`config.mk`:
```
export PLATFORM = sky130hd
export DESIGN_NAME = tx_short_preamble_gen
export DESIGN_NICKNAME = d
export VERILOG_FILES = /design/src/rtl/tx_short_preamble_gen.sv
export SDC_FILE = /design/constraint.sdc
export NUM_CORES = 1
export LEC_CHECK = 0
export BUFFER_PORTS_ARGS = -buffer_cell sky130_fd_sc_hd__buf_2
export CORE_MARGIN = 5
export CORE_UTILIZATION = 49
export DETAILED_ROUTE_END_ITERATION = 8
export PLACE_DENSITY = 0.77
export SLEW_MARGIN = 15
export SYNTH_ARGS = -nofsm -noshare
export SYNTH_HDL_FRONTEND = slang
export SYNTH_SLANG_ARGS = --single-unit
```
`constraint.sdc`:
```
create_clock -name Clk -period 2.21 [get_ports Clk]
set_input_delay 0.3315 -clock Clk [delete_from_list [all_inputs] [get_ports Clk]]
set_output_delay 0.3315 -clock Clk [all_outputs]
set_load 0.02 [all_outputs]
```
`src/rtl/tx_short_preamble_gen.sv`:
```
// ---------------------------------------------------------------------------
// tx_short_preamble_gen
//
// Purpose:
//   Transmit-side source of the OFDM short training preamble. It plays
//   NUM_REP back-to-back copies of the 16-sample 802.11a short symbol as
//   complex samples on a valid/ready stream. After the final sample has been
//   accepted, it raises a one-cycle done pulse.
//
// Parameters:
//   OUT_W    output sample width (signed); table value scaled by 2^(OUT_W-8)
//   SYM_LEN  samples per short symbol (the table length, 16)
//   NUM_REP  short-symbol repetitions per preamble (1..15)
//
// Ports:
//   Clk           clock, everything on the rising edge
//   Rst_n         synchronous reset, active low
//   Start         request one preamble; only honoured while idle
//   Abort         synchronous abort, wins over Start
//   OutputReady   downstream accepts a sample when OutputEnable is also high
//   Busy          high while the preamble is running
//   OutputEnable  sample valid
//   PreambleRe    real part of the current sample
//   PreambleIm    imaginary part of the current sample
//   SampleIndex   position 0..15 inside the current short symbol
//   LastSample    high together with the final sample of the preamble
//   PreambleDone  one-cycle pulse after the final sample is accepted
// ---------------------------------------------------------------------------
module tx_short_preamble_gen #(
  parameter int OUT_W   = 8,
  parameter int SYM_LEN = 16,
  parameter int NUM_REP = 10
) (
  input  logic             Clk,
  input  logic             Rst_n,
  input  logic             Start,
  input  logic             Abort,
  input  logic             OutputReady,
  output logic             Busy,
  output logic             OutputEnable,
  output logic [OUT_W-1:0] PreambleRe,
  output logic [OUT_W-1:0] PreambleIm,
  output logic [3:0]       SampleIndex,
  output logic             LastSample,
  output logic             PreambleDone
);

  localparam logic [1:0] ST_IDLE = 2'd0;
  localparam logic [1:0] ST_RUN  = 2'd1;
  localparam logic [1:0] ST_DONE = 2'd2;

  localparam logic [3:0] LAST_IDX = 4'(SYM_LEN - 1);
  localparam logic [3:0] LAST_REP = 4'(NUM_REP - 1);

  // Real part of the short symbol at 8-bit scale (LSB = 2^-8).
  function automatic logic signed [7:0] short_sym(input logic [3:0] k);
    logic signed [7:0] v;
    case (k)
      4'd0:    v =  8'sd12;
      4'd1:    v = -8'sd34;
      4'd2:    v = -8'sd3;
      4'd3:    v =  8'sd37;
      4'd4:    v =  8'sd24;
      4'd5:    v =  8'sd37;
      4'd6:    v = -8'sd3;
      4'd7:    v = -8'sd34;
      4'd8:    v =  8'sd12;
      4'd9:    v =  8'sd1;
      4'd10:   v = -8'sd20;
      4'd11:   v = -8'sd3;
      4'd12:   v =  8'sd0;
      4'd13:   v = -8'sd3;
      4'd14:   v = -8'sd20;
      4'd15:   v =  8'sd1;
      default: v =  8'sd0;
    endcase
    return v;
  endfunction

  // Sign-extend to OUT_W, then shift left. There is no rounding and no saturation.
  function automatic logic [OUT_W-1:0] scale(input logic signed [7:0] v);
    logic signed [OUT_W-1:0] w;
    w = OUT_W'(v);
    return w <<< (OUT_W - 8);
  endfunction

  logic [1:0]       state_q, state_d;
  logic [3:0]       idx_q, idx_d;
  logic [3:0]       rep_q, rep_d;
  logic             oe_q, oe_d;
  logic             busy_q, busy_d;
  logic             last_q, last_d;
  logic             done_q, done_d;
  logic [OUT_W-1:0] re_q, re_d;
  logic [OUT_W-1:0] im_q, im_d;

  // Next-state, counter and registered-output computation
  always_comb begin
    state_d = state_q;
    idx_d   = idx_q;
    rep_d   = rep_q;
    case (state_q)
      ST_IDLE: begin
        if (Start && !Abort) begin
          state_d = ST_RUN;
          idx_d   = 4'd0;
          rep_d   = 4'd0;
        end else begin
          state_d = ST_IDLE;
        end
      end
      ST_RUN: begin
        if (Abort) begin
          state_d = ST_IDLE;
          idx_d   = 4'd0;
          rep_d   = 4'd0;
        end else if (!oe_q) begin
          // First RUN cycle. Sample 0 becomes valid on the next cycle.
          idx_d = 4'd0;
          rep_d = 4'd0;
        end else if (OutputReady) begin
          if (idx_q == LAST_IDX) begin
            idx_d = 4'd0;
            if (rep_q == LAST_REP) begin
              state_d = ST_DONE;
              rep_d   = 4'd0;
            end else begin
              rep_d = rep_q + 4'd1;
            end
          end else begin
            idx_d = idx_q + 4'd1;
          end
        end else begin
          // A stall holds the current sample unchanged.
          idx_d = idx_q;
        end
      end
      ST_DONE: begin
        state_d = ST_IDLE;
        idx_d   = 4'd0;
        rep_d   = 4'd0;
      end
      default: begin
        state_d = ST_IDLE;
        idx_d   = 4'd0;
        rep_d   = 4'd0;
      end
    endcase

    busy_d = (state_d == ST_RUN);
    done_d = (state_d == ST_DONE);
    // Valid only after the launch cycle, so the stream starts one cycle
    // after RUN is entered.
    oe_d   = (state_d == ST_RUN) && (state_q == ST_RUN);

    if (oe_d) begin
      re_d   = scale(short_sym(idx_d));
      // The imaginary sequence is the real sequence rotated by half a symbol.
      im_d   = scale(short_sym(idx_d + 4'd8));
      last_d = (idx_d == LAST_IDX) && (rep_d == LAST_REP);
    end else begin
      re_d   = '0;
      im_d   = '0;
      last_d = 1'b0;
    end
  end

  // State and output registers with synchronous active-low reset
  always_ff @(posedge Clk) begin
    if (!Rst_n) begin
      state_q <= ST_IDLE;
      idx_q   <= 4'd0;
      rep_q   <= 4'd0;
      oe_q    <= 1'b0;
      busy_q  <= 1'b0;
      last_q  <= 1'b0;
      done_q  <= 1'b0;
      re_q    <= '0;
      im_q    <= '0;
    end else begin
      state_q <= state_d;
      idx_q   <= idx_d;
      rep_q   <= rep_d;
      oe_q    <= oe_d;
      busy_q  <= busy_d;
      last_q  <= last_d;
      done_q  <= done_d;
      re_q    <= re_d;
      im_q    <= im_d;
    end
  end

  assign Busy         = busy_q;
  assign OutputEnable = oe_q;
  assign PreambleRe   = re_q;
  assign PreambleIm   = im_q;
  assign SampleIndex  = idx_q;
  assign LastSample   = last_q;
  assign PreambleDone = done_q;

endmodule

```
======== After elaboration in Yosys (flattened, before gate mapping) ========
Memories as Yosys holds them, arrays and structs flattened. A register that Yosys moved wholly into a read port is not among the register bits.
Cells that the tools add are included.
W data, S select, Z words.
word-level totals
  register bits after elaboration ......... 14
  memory bits (read-only) ................. 256
  bits of input ports ..................... 5
  logic and storage cells ................. 47
  memories kept ........................... 2
cells by class
  add/sub/neg operators ................... 3
  equal/unequal tests ..................... 7
  multiplexer cells ....................... 20
  reductions and logical operators ........ 8
memories
  name              depth  width  rd ports  clocked after Yosys merged registers in  write ports  RTL line  RTL
  (name not given)  16     8      1         1                                        0            58        case (k)
  (name not given)  16     8      1         1                                        0            58
operators by type and width
  kind                   number
  $mux W4                11
  $eq A4 B4 Y1 const B   4
  $pmux W4 S2            2
  $mux W2                5
  $add A4 B1 Y4 const B  2
  $add A4 B4 Y4 const B  1
  $eq A2 B1 Y1 const B   2
  $pmux W2 S2            1
  $logic_and A1 B1 Y1    3
  $logic_not A1 Y1       3
  $eq A2 B2 Y1 const B   1
  $logic_not A2 Y1       1
  $reduce_and A2 Y1      1
  $mux W1                1

======== Logic depth before layout (Yosys ltp) ========
  word-level depth ........................ 11
  depth in mapped cells ................... 11
  gate-level depth less buffers ........... 10

======== Worst setup path after synthesis ========
Ideal clock, no wire load.
  path kind ............................... reg-to-reg
  from .................................... register idx_q[0], in the netlist SampleIndex[0]
  to ...................................... register im_q[3], in the netlist PreambleIm[3]
  arrival ................................. 2.224 ns
  slack ................................... -0.096 ns
  cell stages (with the launch flop) ...... 9
  path through ............................ dfxtp_1 -> ha_1 -> nand3_1 -> nand4_1 -> a21boi_0 -> inv_1 -> ha_1 -> or4_1 -> o221ai_1
between the ends
  elaborated cells between the ends (all ways) .. 18
  classes of those cells .................. 2 x add/sub; 2 x eq/ne; 11 x mux; 3 x reduce/logical
RTL lines
  element                                               RTL line  RTL
  start: declaration                                    88        logic [3:0] idx_q, idx_d;
  start signal: assignment                              182       idx_q <= idx_d;
  $add A4 B1 Y4 / $eq A4 B4 Y1 (equally long branches)  131, 122
  $mux W4                                               122       if (idx_q == LAST_IDX) begin
  $mux W4                                               121       end else if (OutputReady) begin
  $mux W4                                               117       end else if (!oe_q) begin
  $mux W4                                               113       if (Abort) begin
  $pmux W4 S2 *                                         102       case (state_q)
  net idx_d[0]                                          88
  $add A4 B4 Y4 *                                       159       im_d = scale(short_sym(idx_d + 4'd8));
  end: declaration                                      95        logic [OUT_W-1:0] im_q, im_d;
The timed path passes the listed nets; every way through them passes the cells marked *.
A chain may end at the register's enable or synchronous reset.

======== Worst setup path in the final report ========
  from .................................... register state_q[0]
  to ...................................... register last_q, in the netlist LastSample
between the ends
  elaborated cells between the ends (all ways) .. 16
  classes of those cells .................. 4 x eq/ne; 8 x mux; 4 x reduce/logical
RTL lines
  element                                                  RTL line  RTL
  start: declaration                                       87        logic [1:0] state_q, state_d;
  start signal: assignment                                 181       state_q <= state_d;
  $eq A2 B1 Y1 / $logic_not A2 Y1 (equally long branches)  102
  $pmux W4 S2 *                                            102
  net idx_d[0]                                             88
  $eq A4 B4 Y1 *                                           160       last_d = (idx_d == LAST_IDX) && (rep_d == LAST_REP);
  $logic_and A1 B1 Y1 *                                    160
  end signal: assignment                                   186       last_q <= last_d;
  end: declaration                                         92        logic last_q, last_d;
Marked as above.

==> results.yml <==
sta:
  setup_viol: 0
  rsz0062_at_grt: "true"
  slew_headroom: 0.694
  finalCritPeriodShare: 0.951
  finClkSkew_ps: 7.56
  tns_ps: 0
  min_period_ps: 2100
  drv_slew: 0
  worst_pin_slew_ps: 458
  fmax_mhz: 476
  finalHoldViolations: 0
clock_tree:
  cts-root-buf: "clkbuf_4"
  clock_latency_ps: 330
  numCtsBuffers: 3
  cts_max_path_buffers: 2
  cts_tree: "done"
  h-tree-depth: 1
  cts.sinks: 27
  cts.reportedPaths.clkPinSlew_ps: 130
die:
  die_area_um2: 4220
  die_w_um: 65.0
  dieHeight_um: 65.0
  core_area_um2: 2980
  fp-row-count: 20
  num_io_pins: 29
  initial_core_util: 0.497
setup_path:
  end_kind: "register"
  critPathKind: "register to register"
  slowest_stage: "dfxtp_4"
  cp-start-kind: "register"
  path_cells: "nand2b_1, o32a_1, nor2_2, a21boi_1, inv_1, ha_1, inv_1, nor3_2, nand3_1, nor4bb_1"
  required_ps: 2450
  worst_path_most_repeated_cell: "inv_1"
  critPathMaxFanout: 5
  cp.arrival_ps: 2350
  cpPeakStageDelay_ps: 390
logic_synthesis:
  synthMuxAreaShare: 0.0270
  synth_top_family_by_area: "simple AND/OR/NAND/NOR gates"
  synth-async-reset-ratio: 0
  synth_cell_types: 51
  synth_xor_area_frac: 0.0220
  synthAdderAreaFrac: 0.0676
  yosys_warnings: 0
  synth_seq_cells: 27
  synth_top_area_frac: 0.365
  yosys.area.top_type: "dfxtp_1"
  yosys-top-cells-area: "dfxtp_1, ha_1, a21oi_1"
  synth_compound_area_frac: 0.188
  synth.net_count: 172
  synth_edf_count: 0
  netlist_area_um2: 1480
  ys_seq_area_frac: 0.365
  synth_cells: 159
  synth_top_flop_cell: "dfxtp_1"
  synth-simple-area-share: 0.267
  synth_area_per_cell_um2: 9.32
drt:
  vias: 1367
  wl_per_cell_um: 15.0
  vias_per_cell: 5.89
  drcViolationCount: 0
  dr.pass1.iters: 4
  first_iter_violations: 108
  wirelength_mm: 3.47
  antenna_left: 0
pwr:
  finalPower_uw: 762
  p_leak_nw: 0.777
  pwr_density_cell_nw_per_um2: 430
  vdd_drop_max_v: 0.000250
cells_and_area:
  fillers: 249
  layout_commonest_cell: "buf_2"
  layout_common_cells: "buf_2, dfxtp_1, buf_4, a21oi_1"
  drive_gt1_frac: 0.367
  regArea_um2: 548
  n_antenna_cell: 0
  syn2layout_area_growth_pct: 19.6
  multi_input_area_um2: 862
  fin_nets: 213
global_routing:
  grt_pass1_vias: 1241
  grt_usage: 0.167
  grt_max_degree: 15
  grt_overflow: 0
  grt_pass1_wl_mm: 5.59
  antenna_found_initial: 0
place:
  hpwl_mm: 2.69
  place_congestion: 0.865
  io_buffer_count: 28
run_status:
  status: "completed"
run:
  max_cap_viol_count: 0
min_path:
  hp-class: "input port to register"
synth_stat cells (2+ instances only):
master and number:
buf_6 2, o32ai_1 2, nor3_1 9, buf_4 3
mux2i_1 4, inv_1 7, nand2_1 9, buf_2 3
a31o_2 3, ha_1 8, a21oi_1 14, nor2_1 8
a31oi_1 2, nand2b_1 3, o21ai_0 6, xnor2_2 2
o221ai_1 2, nand3_1 9, or4_1 2, and2_1 3
o22ai_1 2, dfxtp_1 27
metal layers:
metal,up-vias,part of all wire,GRT usage
li1,662,-,-
met1,644,0.42,0.201
met2,57,0.50,0.300
met3,4,0.067,0.0225
met4,0,0.012,0.0580
met5,-,0,0
logic make-up after synthesis:
kind of cell	Yosys count
muxes	4
buffers and inverters	17
xor gates and xnor gates	2
DFF	27
adders and majority gates	8
AOI/OAI and AO/OA	39
and+or+nand+nor	62
worst paths after layout:
path	start	end	slack, ps	cells past startpoint
setup / recovery	state_q[0]	LastSample	110	10
setup reg to reg	state_q[0]	LastSample	110	10
hold reg to reg	rep_q[1]	rep_q[1]	610	2
hold / removal	Abort	state_q[0]	230	2
final cells by class:
| cell class | count | area share |
|---|---|---|
| clock buffer | 4 | 0.0148 |
| multi-input combinational | 115 | 0.487 |
| inverter | 9 | 0.0191 |
| timing repair buffer | 44 | 0.147 |
| sequential | 27 | 0.309 |
| tap | 33 | 0.0233 |
critical path, delay by kind of cell (launching register included):
family	cells	cell delay, ps
compound gates	2	440
fa+ha+maj	1	220
buf+inv	2	210
flops	1	390
simple gates	5	750
per-stage QoR:
stage | area [um^2] | setup slack (ps) | util | hold WS, ps | std cells
4_1_cts | 1750 | 14.8 | 0.587 | 216 | 231
3_5_place_dp | 1720 | -126 | 0.578 | 566 | 227
3_3_place_gp | 1720 | -28.9 | 0.578 | 560 | 227
5_1_grt | 1770 | -44.4 | 0.595 | 208 | 232
6_report | 1770 | 108 | 0.595 | 232 | 232
2_1_floorplan | 1490 | 45.8 | - | 411 | 159
report_power, final:
group	switching, mW	leakage (nW)	total [mW]	internal, mW
Combinational	0.0341	0.542	0.0581	0.0240
Clock	0.142	0.0150	0.213	0.0709
Sequential	0.00202	0.220	0.492	0.490
Total	0.178	0.777	0.762	0.585
sequential cells by signal, indices dropped and copies added (netlist names):
signal and cells:
state_q 2, rep_q 4, Busy 1, PreambleDone 1
LastSample 1, OutputEnable 1, PreambleRe 7, PreambleIm 6
SampleIndex 4
repair_timing:
action	CTS	global route
gates resized for setup	1	6
endpoints found under the setup margin	1	10
hold buffers	0	0
setup buffers	0	1
No activity file was read; power rests on OpenSTA's default activity.
